<file path="src/rtl/spi_word_receiver.sv">
// spi_word_receiver: SPI mode-0 target-side deserialiser.
// Oversamples cs/sclk/sdo in the clk domain, assembles MSB-first words of
// WIDTH bits and hands them out on a valid/ready port. It also flags a word
// that completes before the previous one was taken (overrun) and a frame
// that ends on a partial word (frame_err).
//
//   state  | meaning
//   IDLE   | no frame; waiting for synchronised cs to fall
//   ACTIVE | frame open; shifting one bit per detected sclk rise
module spi_word_receiver #(
  parameter int WIDTH = 16,
  parameter int CNT_W = 8
) (
  input  logic             clk,
  input  logic             rst_n,
  input  logic             cs,
  input  logic             sclk,
  input  logic             sdo,
  output logic [WIDTH-1:0] data,
  output logic             valid,
  input  logic             ready,
  output logic             overrun,
  output logic             frame_err,
  output logic             busy,
  output logic [CNT_W-1:0] word_count
);

  localparam int BW = $clog2(WIDTH);
  localparam logic [BW-1:0] LAST = BW'(WIDTH - 1);

  typedef enum logic {IDLE, ACTIVE} state_t;

  state_t           state;
  logic [BW-1:0]    bit_cnt;
  logic [WIDTH-1:0] shift_reg;

  logic cs_s1, cs_s2, cs_s3;
  logic sclk_s1, sclk_s2, sclk_s3;
  logic sdo_s1, sdo_s2;

  logic             sclk_rise;
  logic             cs_fall;
  logic             cs_rise;
  logic             word_done;
  logic [WIDTH-1:0] next_word;

  // Two-flop synchronisers on all lines; sdo_s2 lines up with sclk_s2 so the
  // data bit is taken with the same delay as the clock edge that qualifies it.
  always_ff @(posedge clk or negedge rst_n) begin
    if (!rst_n) begin
      cs_s1   <= 1'b1;
      cs_s2   <= 1'b1;
      cs_s3   <= 1'b1;
      sclk_s1 <= 1'b0;
      sclk_s2 <= 1'b0;
      sclk_s3 <= 1'b0;
      sdo_s1  <= 1'b0;
      sdo_s2  <= 1'b0;
    end else begin
      cs_s1   <= cs;
      cs_s2   <= cs_s1;
      cs_s3   <= cs_s2;
      sclk_s1 <= sclk;
      sclk_s2 <= sclk_s1;
      sclk_s3 <= sclk_s2;
      sdo_s1  <= sdo;
      sdo_s2  <= sdo_s1;
    end
  end

  // Edge detection on the synchronised lines and the word being assembled.
  always_comb begin
    sclk_rise = sclk_s2 & ~sclk_s3;
    cs_fall   = ~cs_s2 & cs_s3;
    cs_rise   = cs_s2 & ~cs_s3;
    next_word = {shift_reg[WIDTH-2:0], sdo_s2};
    word_done = (state == ACTIVE) && sclk_rise && (bit_cnt == LAST);
  end

  // Frame FSM with registered outputs; a bit arriving with cs rise is taken
  // first, so a completing bit suppresses frame_err.
  always_ff @(posedge clk or negedge rst_n) begin
    if (!rst_n) begin
      state      <= IDLE;
      bit_cnt    <= '0;
      shift_reg  <= '0;
      data       <= '0;
      valid      <= 1'b0;
      overrun    <= 1'b0;
      frame_err  <= 1'b0;
      busy       <= 1'b0;
      word_count <= '0;
    end else begin
      overrun   <= 1'b0;
      frame_err <= 1'b0;
      if (valid && ready) begin
        valid <= 1'b0;
      end
      case (state)
        IDLE: begin
          busy    <= 1'b0;
          bit_cnt <= '0;
          if (cs_fall) begin
            state <= ACTIVE;
            busy  <= 1'b1;
          end
        end
        ACTIVE: begin
          if (sclk_rise) begin
            shift_reg <= next_word;
            if (bit_cnt == LAST) begin
              bit_cnt    <= '0;
              data       <= next_word;
              valid      <= 1'b1;
              word_count <= word_count + CNT_W'(1);
              overrun    <= valid && !ready;
            end else begin
              bit_cnt <= bit_cnt + BW'(1);
            end
          end
          if (cs_rise) begin
            state   <= IDLE;
            busy    <= 1'b0;
            bit_cnt <= '0;
            if (!word_done && (bit_cnt != '0 || sclk_rise)) begin
              frame_err <= 1'b1;
            end
          end
        end
        default: begin
          state <= IDLE;
        end
      endcase
    end
  end

endmodule

</file>
<file path="config.mk">
export PLATFORM = sky130hd
export DESIGN_NAME = spi_word_receiver
export DESIGN_NICKNAME = d
export VERILOG_FILES = /design/src/rtl/spi_word_receiver.sv
export SDC_FILE = /design/constraint.sdc
export NUM_CORES = 1
export LEC_CHECK = 0
export CAP_MARGIN = 15
export CORE_UTILIZATION = 48
export CTS_BUF_LIST = sky130_fd_sc_hd__clkbuf_16
export CTS_CLUSTER_DIAMETER = 60
export DETAILED_ROUTE_END_ITERATION = 16
export HOLD_SLACK_MARGIN = 0.02
export PLACE_DENSITY = 0.8
export SYNTH_ARGS = -nofsm -noshare
export SYNTH_HDL_FRONTEND = slang
export SYNTH_SLANG_ARGS = --single-unit
</file>
<file path="constraint.sdc">
create_clock -name clk -period 1.4 [get_ports clk]
set_input_delay 0.21 -clock clk [delete_from_list [all_inputs] [get_ports clk]]
set_output_delay 0.21 -clock clk [all_outputs]
set_load 0.005 [all_outputs]
</file>
---- After elaboration in Yosys (flattened, before gate mapping) ----
Index checks and enable logic that the tools add are counted.
word-level totals
  logic and storage cells ................. 59
  register bits after elaboration ......... 56
  input bits .............................. 6
cells by class
  eq/ne operators ......................... 3
  multiplexer cells ....................... 19
  reduce and logical (&&, ||, !) cells .... 11
  add/sub/neg operators ................... 2
  bitwise gates (word level) .............. 7
operator list
  operator                                                          count
  1-bit two-way mux                                                 13
  4-bit two-way mux                                                 3
  8-bit by 1-bit adder with 8-bit output (second input constant)    1
  4-bit one-hot mux with 2 select lines                             1
  1-bit logical AND                                                 5
  4-bit by 1-bit adder with 4-bit output (second input constant)    1
  4-bit == test (second input constant)                             1
  1-bit NOT                                                         4
  1-bit one-hot mux with 2 select lines                             2
  4-bit nonzero test                                                1
  1-bit bitwise AND                                                 3
  3-bit by 1-bit != test with 1-bit output (second input constant)  1
  3-bit AND reduction                                               1
  1-bit zero test                                                   2
  2-bit by 1-bit != test with 1-bit output (second input constant)  1
  2-bit AND reduction                                               1
  1-bit logical OR                                                  1

---- Logic depth before layout (Yosys ltp) ----
Gate-level depths: netlist of run 1.
  depth after elaboration ................. 9
  mapped depth ............................ 6
  gate-level depth less buffers ........... 4

---- Least setup slack after synthesis of run 1 ----
Ideal clock, no wire load.
  path kind ............................... reg-to-reg
  start ................................... register bit_cnt[0]
  end ..................................... register data[10]
  cell stages (with the launch flop) ...... 6
  setup slack ............................. -0.127 ns
  path buffers ............................ 1
  arrival time ............................ 1.402 ns
  setup time .............................. 0.125 ns
  clock period less this slack ............ 1.527 ns
  data required time ...................... 1.275 ns
  path through ............................ dfrtp_1 ha_1 nand3_2 nor2_8 buf_12 mux2_4
between the ends
  word-level cells in the longest chain between the ends .. 2
ends and longest elaborated chain
  item                           RTL line  source
  from (decl)                    34        logic [BW-1:0] bit_cnt;
  from (signal assigned)         118       bit_cnt <= bit_cnt + BW'(1);
  4-bit == test                  111       if (bit_cnt == LAST) begin
  3-bit AND reduction (no line)  --
  to (signal assigned)           113       data <= next_word;
  to (decl)                      19        output logic [WIDTH-1:0] data,
No other way between the ends.
A chain may end at the register's enable or synchronous reset.

---- Worst setup path in the final report of run 1 ----
  start ................................... register bit_cnt[1]
  end ..................................... register data[3]
Same word-level chain as after synthesis.

==> results.json, run 1 <==
{
  "hold_start": "cs",
  "path_cells": "ha_4 -> nand3_4 -> nor2_8 -> buf_12 -> mux2_2",
  "first_global_vias": 1471,
  "critPathKind": "register to register",
  "viasPerCell": 5.07,
  "vias": 1480,
  "area_growth_pct": 35.8,
  "hp-class": "input pin to register",
  "netlist_instances": 177,
  "max_cap_violations": 0,
  "path_depth": 5,
  "syn_area_um2": 2240,
  "slew_viol_final": 0,
  "dr.pass1.iters": 4,
  "core-area_um2": 4410,
  "wl_um": 4090,
  "min_period_over_period": 0.990,
  "cts_tree": "built",
  "relSlewSlack": 0.811,
  "cts_sinks": 56,
  "gp_congestion": 0.773,
  "nets": 248,
  "synth_cell_types": 34,
  "die_h_um": 70.3,
  "r2r_cells": 5,
  "place_hpwl_um": 2710,
  "io_pins": 34,
  "critical_path.top_delay_family": "flip-flops",
  "power.density_nw_per_um2": 1110,
  "drt-initial-drc-count": 110,
  "cp-end-kind": "register",
  "grt_overflow_total": 0,
  "max_slew.worst_pin.slew_ns": 0.284,
  "crit_fanout": 8,
  "crit_arrival_ns": 1.56,
  "clkTransAtPathRegs_ns": 0.07,
  "synth_common_cells": "dfrtp_1 (53), nand2_1 (46), mux2_2 (9), mux2_4 (8)",
  "outcome": "finished, final reports clean",
  "clockBufferDepth": 2,
  "largest_register_ffs": 16,
  "fin_crit_ns": 1.39,
  "dieArea_um2": 4950,
  "rrSetupSlack_ns": 0.01,
  "r2r_start": "bit_cnt[1]",
  "cp.required_ns": 1.58,
  "antenna_found_initial": 0,
  "antennaDiodeCount": 0,
  "cp-start-kind": "register",
  "yosysWarnings": 0,
  "max_stage_delay_ns": 0.40,
  "ys_ff_latch": 56,
  "drive_above_1_share": 0.250,
  "grt_pass1_wl_um": 7020,
  "drc": 0,
  "die_width_um": 70.3,
  "peakVddDrop_mv": 0.819,
  "start_util": 0.508,
  "post-place-ws_ns": 0.0164,
  "synth_top_area_share": 0.592,
  "post_drt_wl_per_cell_um": 14.0,
  "power_leakage_nw": 1.54,
  "synth_ff_type": "dfrtp_1",
  "ant_nets": 0,
  "synth_edf_count": 0,
  "grt_max_degree": 57,
  "max_freq_mhz": 722,
  "synth_nets": 186,
  "rr_endpoint": "data[3]",
  "port_buffers": 33,
  "cts_buffers": 5,
  "finalPower_mw": 3.37,
  "num_rows": 24,
  "clockRootBuffer": "clkbuf_16",
  "slowest_stage": "dfrtp_1",
  "syn_avg_cell_area_um2": 12.7,
  "synth_area_leader_cell": "dfrtp_1",
  "yosysSeqAreaShare": 0.627,
  "path_buf_inv": 1,
  "hold_viol": 0,
  "final.setup_skew_ns": 0.00562,
  "async_flop_share": 1.00,
  "grtUsageTotal": 0.184,
  "synth_area_leaders": "dfrtp_1 (59%), nand2_1 (7.7%), mux2_4 (5.4%)",
  "timing.final.ws_setup_ns": 0.0144,
  "final_core_util": 0.689,
  "htree_levels": 2,
  "startpoint": "bit_cnt[1]",
  "yosysMostFrequentCell": "dfrtp_1",
  "crit_path_end": "data[3]",
  "setup_viol": 0,
  "clk_latency_ns": 0.29,
  "rsz0062_at_grt": "yes",
  "nFillCells": 332
}
worst min path at each step:
stage	endpoint	slack, ns	cells past startpoint
finish	cs_s1	0.32	1
global route	cs_s1	0.33	1
CTS	cs_s1	0.32	1
detailed placement	data[10]	0.23	2
global placement	data[12]	0.22	2
floorplan	bit_cnt[0]	-0.09	0
kinds of logic (layout without fill, tap and decap cells):
group | Yosys count | count (layout) | synth area share
xor gates and xnor gates | 8 | 8 | 0.0313
DFF | 56 | 56 | 0.627
buffers and inverters | 9 | 72 | 0.0240
AOI/OAI and AO/OA | 7 | 7 | 0.0162
and+or+nand+nor | 74 | 74 | 0.173
adders and majority gates | 4 | 4 | 0.0212
muxes | 19 | 19 | 0.108
routing by layer:
layer  up-vias  part of all wire  GRT usage
li1        717                 -          -
met1       717              0.45      0.242
met2        40              0.50      0.297
met3         6             0.038     0.0361
met4         0             0.014     0.0733
met5         -                 0          0
worst reg2reg max path, delay by kind of cell, from the launching register on:
| kind | cells | cell delay, ns |
|---|---|---|
| mux | 1 | 0.33 |
| fa+ha+maj | 1 | 0.18 |
| buf+inv | 1 | 0.14 |
| simple gates | 2 | 0.23 |
| flops | 1 | 0.40 |
through the flow:
step                      std cells  hold slack, ns  cell area, um^2  setup TNS [ns]
final                           292           0.325             3040               0
after global routing            292           0.326             3040          -0.173
after CTS                       285           0.320             2970               0
after detailed placement        271           0.227             2760               0
after global placement          271           0.223             2760               0
after floorplan                 177         -0.0856             2260          -0.117
where the power goes:
part	internal (mW)	leakage (nW)	switching, mW
clock network	0.844	0.0856	0.535
logic	0.0917	0.701	0.116
registers	1.71	0.751	0.0727
cells in the final DEF (no fill, tap or decap), drive strengths merged, types with 2 or more instances in the layout:
cell | netlist | final
a21oi | 3 | 3
and3 | 3 | 3
and4 | 3 | 3
buf | 4 | 27
clkbuf | 1 | 5
clkdlybuf4s50 | 0 | 31
dfrtp | 53 | 53
dfstp | 3 | 3
ha | 3 | 3
inv | 4 | 6
mux2 | 17 | 17
mux2i | 2 | 2
nand2 | 46 | 46
nand3 | 3 | 3
nand3b | 4 | 4
nand4 | 3 | 3
nor2 | 4 | 4
o21ai | 3 | 3
xnor2 | 4 | 4
xor2 | 4 | 4
timing repair:
action | CTS | global route
hold endpoints to repair | 53 | 0
resized for setup | 0 | 5
gates cloned | 0 | 0
hold buffers | 1 | 0
setup endpoints to repair | 5 | 23
buffers inserted | 5 | 7
area by class of cell:
cell class	instances	area, um^2	share of cell area
Tap cell	52	65.1	0.0214
Inverter	4	15.0	0.00493
Clock inverter	3	42.5	0.0140
Timing Repair Buffer	60	571	0.187
Multi-Input combinational cell	112	820	0.269
Sequential cell	56	1410	0.462
Clock buffer	5	125	0.0411
Note: power is estimated with default switching activity, not from simulation.
==> run 2: changes to the inputs <==
SKIP_LAST_GASP = 1   (was not set)
==> run 2 against run 1 <==
  * Register-to-register slack barely moved
  * Clock power about the same
  * Combinational power barely moved
  * Cell count stayed put
  * Sequential power about the same
  * First-iteration DRC count unchanged
  * Setup slack better by 0.0051 ns
  * Maximum frequency increased by 0.37%
  * Flip-flop and latch count unchanged
  * Sequential share of layout area rose by 0.21 points
  * Design area decreased by 0.45%
  * Critical endpoint unchanged
==> results.json, run 2 (synthesized netlist as in run 1, its figures left out) <==
{
  "outcome": "finished, final reports clean",
  "dieArea_um2": 4950,
  "place_hpwl_um": 2710,
  "hold_end": "cs_s1",
  "area_growth_pct": 35.2,
  "rr_endpoint": "data[3]",
  "die_h_um": 70.3,
  "tns_ns": 0,
  "mostFrequentLayoutCells": "dfrtp_1 (53), nand2_1 (46), clkdlybuf4s50_1 (31)",
  "hp-class": "input pin to register",
  "cts_buffers": 5,
  "worstHoldPathCells": 1,
  "num_rows": 24,
  "cp-end-kind": "register",
  "peakVddDrop_mv": 0.819,
  "clkTransAtPathRegs_ns": 0.07,
  "rrSetupSlack_ns": 0.02,
  "max_freq_mhz": 724,
  "gp_congestion": 0.773,
  "grtUsageTotal": 0.184,
  "dr.pass1.iters": 5,
  "htree_levels": 2,
  "path_buf_inv": 1,
  "max_cap_violations": 0,
  "vias": 1477,
  "grt_pass1_wl_um": 7020,
  "hold_start": "cs",
  "layout_commonest_cell": "dfrtp_1",
  "critPathKind": "register to register",
  "antennaDiodeCount": 0,
  "critical_path.top_delay_family": "flip-flops",
  "crit_fanout": 8,
  "fin_crit_ns": 1.38,
  "grt_max_degree": 57,
  "layout.cells.non_filler": 292,
  "post_dp_cell_area_um2": 2760,
  "power.density_nw_per_um2": 1110,
  "final.setup_skew_ns": 0.00526,
  "slowest_stage": "dfrtp_1",
  "clk_latency_ns": 0.29,
  "design_area_um2": 3030,
  "r2r_start": "bit_cnt[1]",
  "max_stage_delay_ns": 0.39,
  "start_util": 0.508,
  "max_slew.worst_pin.slew_ns": 0.300,
  "antenna_found_initial": 0,
  "wl_um": 4130,
  "nFillCells": 334,
  "die_width_um": 70.3,
  "rsz0062_at_grt": "yes",
  "drc": 0,
  "drt-initial-drc-count": 110,
  "whs_ns": 0.323,
  "first_global_vias": 1471,
  "path_cells": "ha_4 -> nand3_4 -> nor2_8 -> buf_12 -> mux2_2",
  "cp.required_ns": 1.58,
  "io_pins": 34,
  "grt_overflow_total": 0,
  "clockBufferDepth": 2,
  "r2r_cells": 5,
  "power_leakage_nw": 1.54,
  "viasPerCell": 5.06,
  "cts_tree": "built",
  "cts_sinks": 56,
  "crit_arrival_ns": 1.56,
  "setup_viol": 0,
  "min_period_over_period": 0.986,
  "clockRootBuffer": "clkbuf_16",
  "relSlewSlack": 0.798,
  "core-area_um2": 4410,
  "slew_viol_final": 0,
  "port_buffers": 33,
  "nets": 248,
  "ant_nets": 0,
  "cp-start-kind": "register",
  "hold_viol": 0,
  "drive_above_1_share": 0.246,
  "largest_register_ffs": 16,
  "dp.cells": 271,
  "post_drt_wl_per_cell_um": 14.2
}
[run 2: changes by cell type in the layout (fill, tap and decap cells not counted)]
cell / delta
mux2_2: +2
mux2_4: -2
nor4_1: +1
nor4_2: -1
[run 2: repair_timing]
| action | in CTS | in global routing |
|---|---|---|
| gates resized for setup | 0 | 2 |
| setup buffers | 5 | 7 |
| setup endpoints to repair | 5 | 23 |
| hold buffers | 1 | 0 |
| endpoints found under the hold margin | 53 | 0 |
[run 2: area by class of cell]
cell class              count  area (um^2)  share of cell area
clock buffers               5          125              0.0413
clock inverters             3         42.5              0.0140
inverters                   4         15.0             0.00496
multi-input cells         112          806               0.266
flip-flops and latches     56         1410               0.464
well taps                  52         65.1              0.0215
repair buffers             60          571               0.188
[run 2: how the worst max path moves through the flow]
stage,cells after the start,to,from
floorplan,5,data[10],bit_cnt[1]
global placement,5,data[4],bit_cnt[1]
detailed placement,5,data[3],bit_cnt[1]
CTS,1,word_count[5],word_count[5]
global route,5,data[13],bit_cnt[1]
finish,5,data[3],bit_cnt[1]
[run 2: metal layers]
layer,vias to the layer above,global-route usage,share of wire
met2,35,0.297,0.48
met1,716,0.242,0.46
met4,0,0.0733,0.019
li1,717,-,-
met5,-,0,0
met3,9,0.0361,0.035
[run 2: worst register-to-register path, stage by stage, from the launching register on]
cell,delay (ns)
dfrtp_1,0.39
ha_4,0.18
nand3_4,0.09
nor2_8,0.14
buf_12,0.14
mux2_2,0.33
[run 2: through the flow]
stage	power (mW)	util	setup WS, ns
final	3.38	0.686	0.0195
after global routing	3.51	0.686	-0.0252
after CTS	3.41	0.673	0.00116
after detailed placement	2.02	0.624	0.0164
after global placement	2.00	0.624	0.0509
after floorplan	1.90	-	-0.0146
[run 2: report_power, final]
group	switching (mW)	internal [mW]
logic	0.116	0.0915
clock network	0.541	0.844
registers	0.0730	1.71
==> run 3: changes to the inputs <==
CELL_PAD_IN_SITES_DETAIL_PLACEMENT = 0   (was not set)
CELL_PAD_IN_SITES_GLOBAL_PLACEMENT = 1   (was not set)
CORE_UTILIZATION = 38   (was 48)
PLACE_DENSITY = 0.79   (was 0.8)
==> run 3 against run 2 <==
  * Non-clock buffer count is the same
  * Setup slack gained 0.015 ns
  * Die area grew 26%
  * Design area grew 1.1%
  * Wire length shrank 6.0%
  * Power shrank 0.60%
  * Global-route usage shrank 4.3 points
  * Highest routed layer unchanged
  * Clock-buffer cell count is the same
  * Flip-flop and latch count is the same
  * Critical path depth is the same
  * Maximum frequency grew 1.1%
  * Sequential power is essentially flat
==> results.json, run 3 (synthesized netlist as in run 1, its figures left out) <==
{
  "antenna_found_initial": 0,
  "regArea_um2": 1410,
  "clockBufferDepth": 2,
  "fin_crit_ns": 1.37,
  "drive_above_1_share": 0.246,
  "num_rows": 27,
  "slowest_stage": "dfrtp_1",
  "timing.final.ws_setup_ns": 0.0349,
  "clk_latency_ns": 0.29,
  "cts_tree": "built",
  "nFillCells": 490,
  "clockRootBuffer": "clkbuf_16",
  "htree_levels": 2,
  "viasPerCell": 4.71,
  "place_hpwl_um": 2670,
  "crit_fanout": 8,
  "path_cells": "ha_4 -> nand3_4 -> nor2_8 -> buf_12 -> mux2_2",
  "wl_um": 3890,
  "post_dp_cell_area_um2": 2800,
  "startpoint": "bit_cnt[0]",
  "hold_viol": 0,
  "grt_max_degree": 57,
  "start_util": 0.400,
  "min_period_over_period": 0.975,
  "grtUsageTotal": 0.140,
  "rr_endpoint": "data[3]",
  "cts_buffers": 5,
  "cts_sinks": 56,
  "clkTransAtPathRegs_ns": 0.07,
  "drc": 0,
  "post_drt_wl_per_cell_um": 12.5,
  "power_leakage_nw": 1.62,
  "final.setup_skew_ns": 0.00812,
  "power.density_nw_per_um2": 1100,
  "critPathKind": "register to register",
  "max_stage_delay_ns": 0.40,
  "crit_arrival_ns": 1.54,
  "largest_register_ffs": 16,
  "post-place-ws_ns": 0.0207,
  "die_h_um": 78.8,
  "crit_path_end": "data[3]",
  "setup_viol": 0,
  "die_width_um": 78.8,
  "first_global_vias": 1384,
  "mostFrequentLayoutCells": "dfrtp_1 (53), nand2_1 (46), clkdlybuf4s50_1 (26)",
  "drt-initial-drc-count": 84,
  "cp-end-kind": "register",
  "port_buffers": 33,
  "vias": 1471,
  "grt_overflow_total": 0,
  "dr.pass1.iters": 4,
  "max_slew.worst_pin.slew_ns": 0.291,
  "layout_commonest_cell": "dfrtp_1",
  "core-area_um2": 5610,
  "dieArea_um2": 6210,
  "grt_pass1_wl_um": 6490,
  "ant_nets": 0,
  "relSlewSlack": 0.806,
  "nets": 248,
  "rsz0062_at_grt": "yes",
  "gp_congestion": 0.779,
  "cp-start-kind": "register",
  "rrSetupSlack_ns": 0.03,
  "r2r_cells": 5,
  "max_freq_mhz": 733,
  "peakVddDrop_mv": 0.633,
  "io_pins": 34,
  "hp-class": "input pin to register",
  "max_cap_violations": 0,
  "antennaDiodeCount": 0,
  "multi_input_area_um2": 808,
  "r2r_start": "bit_cnt[0]",
  "cp.required_ns": 1.57,
  "design_area_um2": 3060,
  "slew_viol_final": 0,
  "area_growth_pct": 36.6,
  "outcome": "finished, final reports clean"
}
## run 3: what timing repair did
item                       4_1_cts  5_1_grt
hold endpoints to repair        53        0
hold buffers                     1        0
buffers inserted                 6        4
setup endpoints to repair        7       26
resized for setup                1        6
## run 3: where the power goes
part	internal, mW	leakage, nW	total, mW	switching (mW)
sequential	1.71	0.751	1.78	0.0677
combinational	0.0954	0.780	0.209	0.113
clock	0.834	0.0850	1.37	0.534
total	2.64	1.62	3.36	0.715
## run 3: per-stage QoR
stage	hold WS, ns	cells	TNS (ns)	utilization	total power [mW]
after floorplan	-0.0856	177	-0.117	-	1.90
after global placement	0.231	293	0	0.498	2.01
after detailed placement	0.229	293	0	0.498	2.01
after CTS	0.320	308	0	0.537	3.39
after global routing	0.320	312	-0.323	0.546	3.49
final	0.328	312	0	0.546	3.36
## run 3: worst max-delay path, delay by kind of cell (launching register included)
kind	cells	cell delay, ns
simple gates	2	0.23
buf+inv	1	0.13
mux	1	0.32
flops	1	0.40
fa+ha+maj	1	0.18
## run 3: worst min-delay path by stage
| stage | from | end | depth (start not counted) |
|---|---|---|---|
| global placement | rst_n | word_count[3] | 2 |
| finish | cs | cs_s1 | 1 |
| detailed placement | rst_n | word_count[3] | 2 |
| global route | cs | cs_s1 | 1 |
| floorplan | rst_n | bit_cnt[0] | 0 |
| CTS | cs | cs_s1 | 1 |
## run 3: layer usage
metal	global-route usage	wire length (um)	up-vias
met3	0.0379	146	7
met2	0.207	1740	32
met5	0	0	-
met4	0.0722	71	0
li1	-	-	717
met1	0.189	1930	715
## run 3: area by class of cell
cell class,instances,area share
sequential,56,0.459
multi-input combinational,112,0.264
timing repair buffer,60,0.189
clock buffer,5,0.0409
tap,72,0.0294
clock inverter,3,0.0127
inverter,4,0.00490
==> variant: new RTL, settings of run 3 <==
Set the parameter `CNT_W` to 7 (it was 8).
--- a/src/rtl/spi_word_receiver.sv
+++ b/src/rtl/spi_word_receiver.sv
@@ -9,7 +9,7 @@
 //   ACTIVE | frame open; shifting one bit per detected sclk rise
 module spi_word_receiver #(
   parameter int WIDTH = 16,
-  parameter int CNT_W = 8
+  parameter int CNT_W = 7
 ) (
   input  logic             clk,
   input  logic             rst_n,
Ports: changed (resized word_count); port bits go from 34 to 33. The function was not compared with the original's and may differ.
==> variant against run 3 <==
Clock power shrank 14%. Sequential power rose by 3%. Combinational power rose by 22%. Sequential cell count decreased by 1. Total power shrank 2.9%. Routed wire length increased by 4.7%. Final area shrank 0.74%. Setup slack got worse by 0.034 ns. Clock skew fell by 0.0050 ns. Synthesized area fell by 2.2%. Count of clock-buffer cells in the layout unchanged. Highest routed layer unchanged.
==> variant: results (changes against run 3) <==
| Metric | Value |
|---|---|
| Status | `finished, final reports clean` |
| Top cells by count, synth | `52 x dfrtp_1, 24 x mux2_2, 8 x mux2_4` |
| Area after DPL | `2698 um2 (-3.5%)` |
| DR top layer | `met4` |
| Cell Count, Final, Fillers Out | `277 (-11%)` |
| Wire per inst | `14.69 um (+18%)` |
| GRT Util Overall | `14.69% (+0.67 points)` |
| First-pass GRT wire length | `6803 um (+4.8%)` |
| Slew margin rel. | `72.21% (-8.4 points)` |
| Layout cells sized above 1 | `37.56% (+13 points)` |
| Max FFs per register | `16 (unchanged)` |
| HPWL after DPL | `2726 um (+2.2%)` |
| Worst slack, placed | `-0.05255 ns (-0.07322 ns)` |
| Antenna fix cells | `0 (unchanged)` |
| Sequential group power | `1.83 mW (+3%)` |
| LEAKAGE | `1.642 nW (+1.6%)` |
| Seq/Total Area, Yosys | `62.99% (+0.29 points)` |
| First-pass detailed-route iteration total | `4 (unchanged)` |
| WL met3 | `147 um (+0.68%)` |
| Worst hold path class | `input pin to flop` |
| Placed insts | `256 (-13%)` |
| H-Tree Depth | `2 (unchanged)` |
| Vias per inst | `4.765 (+1.1%)` |
| Filler instances | `471 (-3.9%)` |
| Vias in the first global route | `1395 (+0.79%)` |
| Logic gate share of total power | `7.8% (+1.6 points)` |
| P_comb | `0.254 mW (+22%)` |
| Maximum clock insertion buffer count | `2 (unchanged)` |
| Gp weighted congestion | `0.7573 (-2.7%)` |
| Fin nets | `214 (-14%)` |
| DR iter-0 viols | `45 (-46%)` |
| Sw frac | `22.37% (+1.1 points)` |
| Synth Instances | `142 (-20%)` |
| Met3 GRT Util | `4.588% (+0.80 points)` |
| Synth top area cells | `dfrtp_1 59%, mux2_2 12%, mux2_4 5.5%` |
| Area delta synth->final | `38.72%` |
| Worst EP arrival | `1.57 ns (+0.03 ns)` |
| Clock Latency Late Sink | `0.28 ns` |
| IO buf count | `32 (-3.0%)` |
| Unique masters post-synth | `29 (-15%)` |
| WL met2 | `2269 um (+30%)` |
| Net Count, Synth | `151 (-19%)` |
| Min Hold Slack | `0.3377 ns (+0.01009 ns)` |
| Clock Skews | `0.003151 ns (-0.004968 ns)` |
| Num CTS Buffers | `5 (unchanged)` |
| Met1 Resource Use GR | `17.18% (-1.7 points)` |
| Post-Route M1 WL | `1637 um (-15%)` |
| Maximum vdd drop | `0.6051 mV (-4.5%)` |
| Setup WS post-layout | `0.001318 ns (-0.03358 ns)` |
| Grt met2 use | `26.02% (+5.3 points)` |
| Pin count of the biggest net entering global routing | `23 (-60%)` |
variant: cell count changes in the layout (fill, tap and decap cells not counted), sizes merged, moves of 4 or more:
| cell | change |
|---|---|
| nand2 | -44 |
| mux2 | +15 |
| dlymetal6s2s | +4 |
| xnor2 | -4 |
| clkdlybuf4s50 | -5 |
variant: critical path: stages, from the launching register on:
cell     delay, ns
dfrtp_1       0.39
ha_4          0.16
nand3_4       0.10
nor2_8        0.15
buf_12        0.14
mux2_2        0.34
variant: layout make-up:
type	count	area share [%]
inverters	5	0.6175
well taps	72	2.964
clock buffers	5	4.117
flip-flops and latches	55	45.41
multi-input cells	78	26.43
clock inverters	2	0.4529
repair buffers	60	20.01
variant: logic make-up (layout without fill, tap and decap cells):
group / after synthesis / after routing / synth area share (%)
AO/OA/AOI/OAI: 7 / 7 / 1.656
XOR/XNOR: 7 / 7 / 2.798
adder cells (fa/ha/maj): 4 / 4 / 2.170
buffers and inverters: 9 / 72 / 2.856
flip-flops: 55 / 55 / 62.99
multiplexers: 34 / 34 / 18.73
AND/OR/NAND/NOR: 26 / 26 / 8.796
variant: timing repair:
item	CTS	global route
pin swaps	2	1
setup endpoints to repair	20	33
hold buffers	1	0
setup buffers	9	3
resized for setup	6	13
endpoints found under the hold margin	14	0
gates cloned	0	1
variant: worst paths after layout:
| kind | start | cells past startpoint | to |
|---|---|---|---|
| setup reg to reg | bit_cnt[0] | 5 | data[4] |
| setup / recovery | bit_cnt[0] | 5 | data[4] |
| min in group asynchronous | rst_n | 2 | data[10] |
| hold / removal | cs | 1 | cs_s1 |
| hold reg to reg | sclk_s1 | 0 | sclk_s2 |
| max in group asynchronous | rst_n | 3 | cs_s3 |
